## config.mk

```make
export PLATFORM = sky130hd
export DESIGN_NAME = serial_add_sub
export DESIGN_NICKNAME = d
export VERILOG_FILES = /design/src/rtl/serial_arith_pkg.sv /design/src/rtl/full_adder_cell.sv /design/src/rtl/serial_add_sub.sv
export SDC_FILE = /design/constraint.sdc
export NUM_CORES = 1
export LEC_CHECK = 0
export BUFFER_PORTS_ARGS = -buffer_cell sky130_fd_sc_hd__buf_4
export CORE_AREA = 2 2 50 75
export DETAILED_ROUTE_END_ITERATION = 6
export DIE_AREA = 0 0 52 77
export PLACE_DENSITY = 0.75
export SLEW_MARGIN = 20
export SYNTH_ARGS = -nofsm -noshare
export SYNTH_HDL_FRONTEND = slang
export SYNTH_HIERARCHICAL = 1
export SYNTH_SLANG_ARGS = --single-unit
```

## constraint.sdc

```tcl
create_clock -name clk -period 2.3 [get_ports clk]
set_clock_uncertainty 0.1 [all_clocks]
set_input_delay 0.69 -clock clk [delete_from_list [all_inputs] [get_ports clk]]
set_output_delay 0.69 -clock clk [all_outputs]
set_load 0.03 [all_outputs]
```

## src/rtl/serial_arith_pkg.sv

```systemverilog
// Shared types and helpers for the bit-serial arithmetic blocks.
package serial_arith_pkg;

  typedef enum logic [1:0] {
    IDLE = 2'd0,
    RUN  = 2'd1,
    DONE = 2'd2
  } state_t;

  // Bit-step counter width; kept at least one bit wide.
  function automatic int cnt_width(input int width);
    return (width < 2) ? 1 : $clog2(width);
  endfunction

endpackage

```

## src/rtl/full_adder_cell.sv

```systemverilog
// Single combinational full-adder cell shared by every bit step of the serial datapath.
module full_adder_cell (
    input  logic a,
    input  logic b,
    input  logic cin,
    output logic s,
    output logic cout
);

    assign s    = a ^ b ^ cin;
    assign cout = (a & b) | (cin & (a ^ b));

endmodule

```

## src/rtl/serial_add_sub.sv

```systemverilog
// Bit-serial WIDTH-bit two's-complement adder/subtractor, one bit per clock,
// with a start/done handshake and registered results.
module serial_add_sub
    import serial_arith_pkg::*;
#(
    parameter int WIDTH = 8
) (
    input  logic             clk,
    input  logic             rst_n,
    input  logic             start,
    input  logic             sub,
    input  logic [WIDTH-1:0] a,
    input  logic [WIDTH-1:0] b,
    output logic             busy,
    output logic             done,
    output logic [WIDTH-1:0] sum,
    output logic             carry_out,
    output logic             overflow
);

    localparam int CW = cnt_width(WIDTH);
    localparam logic [CW-1:0] LAST = CW'(WIDTH - 1);

    state_t state, state_next;

    logic [WIDTH-1:0] opa, opb, res;
    logic [CW-1:0]    cnt;
    logic             carry;
    logic             fa_s, fa_cout;
    logic             accept, last_step;

    // start is only honoured outside RUN, so operands presented mid-op are dropped.
    assign accept    = start && (state != RUN);
    assign last_step = (state == RUN) && (cnt == LAST);

    full_adder_cell u_fa (
        .a    (opa[0]),
        .b    (opb[0]),
        .cin  (carry),
        .s    (fa_s),
        .cout (fa_cout)
    );

    // NOTE: sequential state uses non-blocking assignments so every flop
    // samples the pre-edge values, independent of block ordering.
    always_ff @(posedge clk or negedge rst_n) begin
        if (!rst_n) state <= IDLE;
        else        state <= state_next;
    end

    // NOTE: default assignment first so no path through the case infers a latch.
    always_comb begin
        state_next = state;
        unique case (state)
            IDLE:    if (start) state_next = RUN;
            RUN:     if (last_step) state_next = DONE;
            DONE:    state_next = start ? RUN : IDLE;
            default: state_next = IDLE;
        endcase
    end

    always_comb begin
        busy = (state == RUN);
        done = (state == DONE);
    end

    // On the last step the carry flop still holds the carry into the MSB,
    // so the overflow term is formed directly from it.
    always_ff @(posedge clk or negedge rst_n) begin
        if (!rst_n) begin
            opa       <= '0;
            opb       <= '0;
            res       <= '0;
            cnt       <= '0;
            carry     <= 1'b0;
            sum       <= '0;
            carry_out <= 1'b0;
            overflow  <= 1'b0;
        end else if (accept) begin
            opa   <= a;
            opb   <= sub ? ~b : b;
            carry <= sub;
            cnt   <= '0;
        end else if (state == RUN) begin
            res   <= {fa_s, res[WIDTH-1:1]};
            opa   <= opa >> 1;
            opb   <= opb >> 1;
            carry <= fa_cout;
            cnt   <= cnt + 1'b1;
            if (last_step) begin
                sum       <= {fa_s, res[WIDTH-1:1]};
                carry_out <= fa_cout;
                overflow  <= carry ^ fa_cout;
            end
        end
    end

endmodule

```

# ---- Word level (Yosys, flattened, before mapping)
# Cells that the tools add are included.
dict set report totals {
  regBits 40
  input_bits 20
  output_inout_bits 12
  wordCells 44
}
dict set report classes {
  addsub 1
  n_eq_ne 6
  muxes 13
  bitwise 8
  n_reduce_logical 7
}
# operator count
set op_table {}
lappend op_table {{8-bit two-way mux} 5}
lappend op_table {{8-bit NOT} 1}
lappend op_table {{3-bit two-way mux} 2}
lappend op_table {{2-bit case mux with 3 select lines} 1}
lappend op_table {{2-bit two-way mux} 2}
lappend op_table {{2-bit by 1-bit != test with 1-bit output (second input constant)} 2}
lappend op_table {{2-bit AND reduction} 2}
lappend op_table {{3-bit by 1-bit adder with 3-bit output (second input constant)} 1}
lappend op_table {{3-bit equality test (second input constant)} 1}
lappend op_table {{1-bit two-way mux} 3}
lappend op_table {{3-bit AND reduction} 1}
lappend op_table {{1-bit bitwise XOR} 3}
lappend op_table {{1-bit bitwise AND} 2}
lappend op_table {{2-bit by 1-bit equality test with 1-bit output (second input constant)} 1}
lappend op_table {{2-bit equality test (second input constant)} 1}
lappend op_table {{1-bit logical AND} 2}
lappend op_table {{2-bit logical NOT} 1}
lappend op_table {{2-bit != test (second input constant)} 1}
lappend op_table {{2-bit nonzero test} 1}
lappend op_table {{1-bit NOT} 1}
lappend op_table {{1-bit bitwise OR} 1}

# ---- Depth between registers and ports, before layout
dict set report logic_depth {
  ltp_word 5
  mapped_depth 6
  depth_no_buf 5
}

# ---- Cells and area by module
# The synthesis kept the hierarchy.
# module instances cells_per_inst area_per_inst_um2 seq_area_each_um2
set modules_own_cells {}
lappend modules_own_cells {serial_add_sub 1 155 1730.4 975.9}
lappend modules_own_cells {full_adder_cell 1 1 20.0 0.0}

# ---- Worst setup path after synthesis
# OpenSTA, ideal clock, no wires.
dict set report synth_path {
  path_type {register -> output}
  startpoint {register state[1]}
  endpoint {output port busy}
  arrival_time_ps 898
  required_time_ps 1510
  path_slack_ps 612
  stages_incl_launch_ff 4
  n_path_buf 1
  path_cell_list {dfrtp_1 -> nand2b_1 -> inv_1 -> buf_2}
}
dict set report synth_between {
  elab_chain_cells 1
}
# element line_no
set synth_rtl {}
lappend synth_rtl {{start: declaration} serial_add_sub.sv:24} ;# state_t state, state_next;
lappend synth_rtl {{start signal: assignment} serial_add_sub.sv:48} ;# else state <= state_next;
lappend synth_rtl {{2-bit by 1-bit equality test with 1-bit output} serial_add_sub.sv:63} ;# busy = (state == RUN);
lappend synth_rtl {{end: declaration} serial_add_sub.sv:14} ;# output logic busy,
# Every way passes these cells.

# ---- Worst setup path in the final report
dict set report layout_path {
  startpoint {register state[0]}
  endpoint {output port busy}
}
# Same word-level chain as after synthesis.

==> flow_summary.toml <==
[floorplan]
die_x_um = 52
io_pins = 32
rows = 26
die_h_um = 77
die_area_um2 = 4004
core_um2 = 3351
initial_core_util_pct = 52.24

[power]
peakVddDrop_mv = 0.8016
power.density_nw_per_um2 = 1308
seqPwrFrac_pct = 42.1
p_int_mw = 1.756
clkPwrFrac_pct = 21.4
netSwitchingPower_mw = 1.006
p_leak_nw = 1.099
p_sw_share_pct = 36.42
comb_power_share_pct = 36.5

[logic_synthesis]
synth_warnings = 6
synth_seq_cells = 39
yosysTopAreaCellShare_pct = 55.75
synth.avg_cell_area_um2 = 11.22
synth.distinct_cells = 23
synth-seq-area-share_pct = 55.75
synth_largest_area_cell = "dfrtp_1"
ys_top_cells_by_area = "dfrtp_1 (56%), mux2i_1 (9.1%), nand2_1 (8.8%)"
synth_cells = 156
syn-cell-area_um2 = 1750
synth_nets = 179

[clock_tree]
clkSlewWorstSetupHoldPaths_ns = 0.07
clockBufferDepth = 2
tritoncts = "yes"
cts_resized = 0
holdBufCountCts = 0
cts_root_buf = "clkbuf_8"
numCtsBuffers = 5
cts.sinks = 39
clk_latency_ns = 0.30
post-cts-setup-buffers = 0
cts_htree_levels = 2

[setup_path]
cp-end-kind = "primary output"
path_class = "flop to primary output"
cp.required_ns = 1.51
worstPathArrival_ns = 1.33
cp_max_fo = 12
startpoint_type = "flop"

[grt]
grt_overflow = 0
grt_pass1_vias = 1279
antenna_found_initial = 0
grt_start_max_net_pins = 43
grt.total_usage_pct = 19.31
grt_first_pass_wirelength_um = 5692

[routing]
drt_iter0_markers = 42
dr.pass1.iters = 4
vias_per_cell = 5.100
drc = 0
wl_per_cell_um = 14.00
postRouteAntennaNets = 0
wl_um = 3221
vias = 1173

[timing]
tightest_slew_ns = 0.4833
slew_headroom_pct = 67.78
slew_viol_final = 0
min_period_ns = 2.122
setup_viol = 0
hold_viol = 0
rsz0062_at_grt = "no"
tns_ns = 0
fmax_mhz = 471.2
period_share_pct = 92.26

[cells_and_area]
syn_to_final_growth_pct = 20.59
final_cell_count_no_fill = 230
n_antenna_cell = 0
drive_above_1_share_pct = 26.60
final_nets = 210

[placed_design]
dp_cells = 222
dp_hpwl_um = 2290
io_buffer_count = 31
gp_congestion = 0.7367

[worst_hold_path]
min_path_type = "primary input to async pin"

[status]
outcome = "completed"

[run]
cap_violations = 0
worst max-delay path, stage by stage, from the launching register on:
cell	delay, ns
dfrtp_1	0.41
nand2b_1	0.30
inv_1	0.13
buf_4	0.19
synth_stat cells (all sizes together):
library cell and n:
buf 7, mux2 9, nand3 1, clkbuf 2, fa 1, nand2 41
nand2b 1, nand3b 1, xor2 7, nor2b 1, nor2 1, inv 3
ha 2, o21ai 20, mux2i 16, xnor2 2, o22ai 1, dfrtp 39
a21oi 1
layout make-up:
type / count / area [um^2]
flip-flops and latches: 39 / 975.9
clock inverters: 2 / 35.03
inverters: 3 / 11.26
clock buffers: 6 / 82.58
multi-input cells: 105 / 705.7
repair buffers: 33 / 247.7
well taps: 42 / 52.55
fillers: 276 / 1240
power by group through the flow:
stage / Clock, mW / Combinational (mW) / Sequential (mW)
final: 0.590 / 1.01 / 1.16
after global routing: 0.629 / 1.15 / 1.20
after CTS: 0.606 / 1.03 / 1.17
after detailed placement: 0 / 1.03 / 1.18
after floorplan: 0 / 0.592 / 1.28
after global placement: 0 / 0.979 / 1.16
per-layer routing:
metal / GRT usage (%) / wire length, um
met1: 22.95 / 1308
met2: 30.63 / 1699
met3: 6.420 / 144
met4: 9.211 / 68
met5: 0 / 0
stage by stage:
stage | total power [mW] | hold slack (ns) | setup WS [ns] | area, um^2 | util (%)
after floorplan | 1.869 | 0.2944 | 0.6123 | 1750 | -
after global placement | 2.137 | 0.3618 | 0.5381 | 1993 | 59.48
after detailed placement | 2.206 | 0.3705 | 0.4733 | 1993 | 59.48
after CTS | 2.803 | 0.2606 | 0.1672 | 2111 | 62.99
after global routing | 2.980 | 0.2812 | 0.07684 | 2111 | 62.99
final | 2.762 | 0.2525 | 0.1779 | 2111 | 62.99
layout by cell type (no fill, tap or decap), types with 2 or more instances in the layout:
| master | n |
|---|---|
| mux2_4 | 7 |
| xor2_1 | 7 |
| mux2i_1 | 16 |
| xnor2_1 | 2 |
| mux2_2 | 2 |
| dfrtp_1 | 39 |
| inv_1 | 3 |
| ha_1 | 2 |
| nand2_1 | 41 |
| buf_4 | 33 |
| o21ai_0 | 20 |
| clkbuf_8 | 6 |
logic make-up (layout without fill, tap and decap cells):
| group | Yosys count | in the layout | synth area share (%) |
|---|---|---|---|
| adders and majority gates | 3 | 3 | 2.573 |
| AOI/OAI and AO/OA | 22 | 22 | 6.362 |
| buffers and inverters | 12 | 44 | 3.930 |
| muxes | 25 | 25 | 16.44 |
| and+or+nand+nor | 46 | 46 | 10.44 |
| xor gates and xnor gates | 9 | 9 | 4.503 |
| DFF | 39 | 39 | 55.75 |
path summary, 6_finish.rpt:
kind / from / to / slack [ns] / cells after the start
max: state[0] / busy / 0.18 / 3
min: rst_n / sum[7] / 0.25 / 1
max reg2reg: cnt[0] / sum[6] / 0.47 / 5
min reg2reg: res[1] / res[1] / 0.38 / 2
max in group asynchronous: rst_n / opb[7] / 1.51 / 1
min in group clk: res[1] / res[1] / 0.38 / 2
state kept, by name, indices dropped and copies added, names as in the netlist:
signal,count
cnt,3
res,7
carry,1
carry_out,1
state,2
opa,8
opb,8
sum,8
overflow,1
No activity file was read; power rests on OpenSTA's default activity.
